File: src/rtl/if_stage.sv
// Instruction-fetch stage: issues one SRAM fetch per cycle, buffers the returned
// word while ID is stalled, and redirects immediately on a flush from ID.
module if_stage (
    input  logic        i_clk,
    input  logic        i_reset,
    output logic        o_if_ready,
    input  logic        i_id_allow_in,
    output logic [31:0] o_inst_from_if,
    output logic [31:0] o_pc_from_if,
    input  logic        i_flush,
    input  logic [31:0] i_newpc,
    output logic        o_inst_sram_en,
    output logic [3:0]  o_inst_sram_we,
    output logic [31:0] o_inst_sram_addr,
    output logic [31:0] o_inst_sram_wdata,
    input  logic [31:0] i_inst_sram_rdata
);

    localparam logic [31:0] RESET_PC = 32'h1BFF_FFFC;

    logic        r_fs_valid;
    logic [31:0] r_fs_pc;
    logic        r_buf_valid;
    logic [31:0] r_buf_inst;

    logic        w_fs_allowin;
    logic [31:0] w_nextpc;

    // A flush always opens the stage so the redirect fetch goes out in the same cycle.
    assign w_fs_allowin = ~r_fs_valid | (o_if_ready & i_id_allow_in) | i_flush;
    assign w_nextpc     = i_flush ? i_newpc : r_fs_pc + 32'd4;

    assign o_inst_sram_en    = w_fs_allowin & ~i_reset;
    assign o_inst_sram_addr  = w_nextpc;
    assign o_inst_sram_we    = 4'b0000;
    assign o_inst_sram_wdata = 32'b0;

    assign o_if_ready     = r_fs_valid & ~i_flush;
    assign o_inst_from_if = r_buf_valid ? r_buf_inst : i_inst_sram_rdata;
    assign o_pc_from_if   = r_fs_pc;

    // The SRAM only holds its read data for one cycle, so the word is captured on the first stalled edge.
    always_ff @(posedge i_clk) begin
        if (i_reset) begin
            r_fs_valid  <= 1'b0;
            r_fs_pc     <= RESET_PC;
            r_buf_valid <= 1'b0;
            r_buf_inst  <= 32'b0;
        end else if (o_inst_sram_en) begin
            r_fs_valid  <= 1'b1;
            r_fs_pc     <= w_nextpc;
            r_buf_valid <= 1'b0;
        end else if (r_fs_valid && !r_buf_valid) begin
            r_buf_inst  <= i_inst_sram_rdata;
            r_buf_valid <= 1'b1;
        end
    end

endmodule

File: config.mk
export PLATFORM = sky130hd
export DESIGN_NAME = if_stage
export DESIGN_NICKNAME = d
export VERILOG_FILES = /design/src/rtl/if_stage.sv
export SDC_FILE = /design/constraint.sdc
export NUM_CORES = 1
export LEC_CHECK = 0
export CORE_ASPECT_RATIO = 0.75
export CORE_MARGIN = 5
export CORE_UTILIZATION = 39
export DETAILED_ROUTE_END_ITERATION = 7
export HOLD_SLACK_MARGIN = 0.03
export PLACE_DENSITY = 0.79
export SLEW_MARGIN = 30
export SYNTH_ARGS = -nofsm -noshare
export SYNTH_HDL_FRONTEND = slang
export SYNTH_SLANG_ARGS = --single-unit
File: constraint.sdc
create_clock -name i_clk -period 2.1 [get_ports i_clk]
set_input_delay 0.42 -clock i_clk [delete_from_list [all_inputs] [get_ports i_clk]]
set_output_delay 0.42 -clock i_clk [all_outputs]
set_load 0.005 [all_outputs]
==> reports/qor.yml <==
run_status:
  outcome: "finished, violations left"
  violations: "negative setup slack"
pwr:
  p_sw_w: 0.001594
  p_leak_nw: 3.627
  seqPwrFrac_pct: 27.6
  clockPowerShare_pct: 32.5
  powerDensity_nw_per_um2: 595.6
  intPower_w: 0.003516
  switching_share_pct: 31.19
  comb_power_share_pct: 39.9
  ir_drop_v: 0.0004668
clock_tree:
  root_buffer: "clkbuf_16"
  htreeDepth: 3
  cts_buffer_depth: 2
  cts_buffers: 9
  cts.sinks: 66
  tritoncts: "yes"
  insertion_delay_ns: 0.34
  cts.hold.buffers_added: 0
  cts.clk_slew.worst_paths_ns: 0.06
floorplanning:
  ioPinCount: 202
  dieArea_um2: 13830
  start_util_pct: 39.38
  fp-row-count: 34
  die-width_um: 134.1
  die_h_um: 103.1
  design.core.area_um2: 11440
sta:
  tightest_slew_ns: 0.6626
  finalSetupTns_ns: -8.172
  fmaxAchievable_ghz: 0.3697
  whs_ns: 0.4535
  fin_ws_ns: -0.6048
  rsz0062_at_grt: "yes"
  fin_worst_skew_ns: 0.009032
  relSlewSlack_pct: 54.68
  maxSlewViolCount: 0
  hold_viol_final: 0
  setup_violations: 26
  fin_crit_sh_pct: 128.8
  period_needed_ns: 2.705
flow_run:
  maxCapViolations: 0
critical_path:
  max_stage_delay_ns: 0.56
  cp-start-kind: "flip-flop"
  cp_cell_sequence: "nand2_4, or4_4, buf_6, or4_4, a31oi_4, buf_2"
  required_ns: 1.68
  timing.critical_path.buf_inv: 2
  path_delay_family: "simple AND/OR/NAND/NOR gates"
  cp_slowest_cell: "or4_4"
  critPathMostFrequentCell: "or4_4"
  cp-end-kind: "output pin"
  crit_arrival_ns: 2.28
  worstSetupPathType: "reg -> out"
  cp_max_fo: 3
route:
  drtIter0Drc: 417
  dr.pass1.iters: 7
  routed_wl_um: 20730
  vias: 6039
  drc: 0
  ant_nets: 0
  wl_per_cell_um: 19.14
  viasPerCell: 5.576
yosys:
  syn_avg_cell_area_um2: 7.574
  ys_types: 58
  synth_edf_count: 0
  syn_area_um2: 4507
  synth_warnings: 0
  ys_async_sr_fraction_pct: 0
  ys_ff_latch: 66
  seq_area_frac_synth_pct: 29.32
  synth-main-ff-cell: "dfxtp_1"
  synthCells: 595
grt:
  antenna_found_initial: 0
  grt_pass1_vias: 5786
  grt_max_degree: 44
  grt_first_pass_wirelength_um: 29350
  gr-total-overflow: 0
  grtUsageTotal_pct: 26.57
placed_design:
  hpwl_um: 13880
  portBuffers: 165
  post_dp_cell_area_um2: 7267
  place.gp.congestion: 0.9584
final_layout:
  area_growth_pct: 90.39
  nets: 1003
  fill_cells: 817
  final_cell_mix: "168 x buf_4, 101 x clkdlybuf4s50_1, 91 x nand2_1, 42 x dfxtp_1, 39 x a21oi_1"
  drive_gt1_share_pct: 41.11
  design_area_um2: 8581
  final_common_cell: "buf_4"
  diodes: 0
min_path:
  hold_class: "reg -> reg"
==> cell families (layout without fill, tap and decap cells) <==
kind of cell	count (synthesis)	in the layout	share of synthesized area, %
mux	37	37	9.217
buf+inv	92	401	10.85
flops	66	66	29.32
other cells	1	36	0.08321
compound gates	130	130	19.27
simple gates	257	257	28.85
xor+xnor	11	11	2.138
fa+ha+maj	1	1	0.2776
==> final cells by class <==
type | count | area [um2] | area share (%)
clock buffers | 10 | 239.0 | 2.785
clock inverters | 6 | 88.84 | 1.035
inverters | 8 | 30.03 | 0.3500
multi-input cells | 472 | 3301 | 38.47
flip-flops and latches | 66 | 1371 | 15.98
well taps | 144 | 180.2 | 2.100
repair buffers | 377 | 3371 | 39.28
==> per-layer routing <==
metal  track usage (%)  up-vias  part of all wire [%]  wire [um]
li1                  -     2759                     -          -
met1             32.04     2888                    39       8186
met2             44.90      335                    48       9986
met3             7.659       57                   9.2       1903
met4             11.42        0                   3.1        648
met5                 0        -                     0          0
==> path summary, 6_finish.rpt <==
| path | depth (start not counted) | to | startpoint | slack [ns] |
|---|---|---|---|---|
| max reg2reg | 8 | o_pc_from_if[31]$_SDFFE_PP0P_ | o_pc_from_if[24]$_SDFFE_PP1P_ | -0.12 |
| min reg2reg | 2 | r_buf_inst[17]$_SDFFE_PP0P_ | r_buf_inst[17]$_SDFFE_PP0P_ | 0.45 |
| min | 2 | r_buf_inst[17]$_SDFFE_PP0P_ | r_buf_inst[17]$_SDFFE_PP0P_ | 0.45 |
| max | 6 | o_inst_sram_addr[25] | o_pc_from_if[14]$_SDFFE_PP1P_ | -0.60 |
==> registers in the layout, summed over array words and instances, names as in the netlist <==
name,count
r_fs_valid,1
r_buf_valid,1
o_pc_from_if,32
r_buf_inst,32
==> power groups by stage <==
stage	sequential, W	clock [W]	combinational, W
6_report	0.00141	0.00166	0.00204
5_1_grt	0.00142	0.00174	0.00216
4_1_cts	0.00140	0.00167	0.00177
3_5_place_dp	0.00142	0	0.00165
3_3_place_gp	0.00142	0	0.00162
2_1_floorplan	0.00144	0	0.000690
==> what timing repair did <==
action                     CTS  global route
setup endpoints to repair   66            43
resized for setup          191           110
gates cloned                 2             1
buffers inserted            26            38
pin swaps                   31            36
==> worst reg2reg max path: cells and delay by family, from the launching register on <==
family,cells,cell delay (ns)
and+or+nand+nor,4,1.15
buffers and inverters,4,0.57
DFF,1,0.36
==> per-stage QoR <==
| step | worst slack [ns] | utilization [%] | total power (W) | cells |
|---|---|---|---|---|
| CTS | -0.6023 | 69.83 | 0.004843 | 1047 |
| global placement | -0.6665 | 63.50 | 0.003032 | 1004 |
| finish | -0.6048 | 74.98 | 0.005111 | 1083 |
| floorplan | -0.1301 | - | 0.002128 | 630 |
| detailed placement | -0.6173 | 63.50 | 0.003071 | 1004 |
| global route | -0.6453 | 74.98 | 0.005317 | 1083 |
==> synthesized netlist by cell type, drive strengths merged (5+ instances only) <==
| master | number | share of area (%) |
|---|---|---|
| nor3 | 20 | 2.2 |
| nand2 | 94 | 7.8 |
| a31oi | 12 | 1.7 |
| dfxtp | 66 | 29 |
| or4 | 8 | 1.5 |
| and3 | 8 | 1.1 |
| a32oi | 5 | 0.97 |
| nor2 | 35 | 2.9 |
| o31ai | 8 | 1.3 |
| and4 | 5 | 0.97 |
| mux2 | 36 | 9.0 |
| clkbuf | 37 | 3.1 |
| and2 | 8 | 1.1 |
| nor4 | 14 | 2.1 |
| o22ai | 5 | 0.69 |
| buf | 47 | 7.1 |
| a21oi | 40 | 4.4 |
| nand3 | 21 | 2.6 |
| xor2 | 6 | 1.2 |
| or3 | 7 | 0.97 |
| nand2b | 9 | 1.2 |
| nand4 | 12 | 1.8 |
| o21ai | 14 | 1.6 |
| xnor2 | 5 | 0.97 |
| inv | 8 | 0.67 |
| a21boi | 5 | 0.83 |
| a211oi | 5 | 0.83 |
| a311oi | 6 | 1.2 |
| nor2b | 8 | 1.1 |
Note: power is estimated with default switching activity, not from simulation.
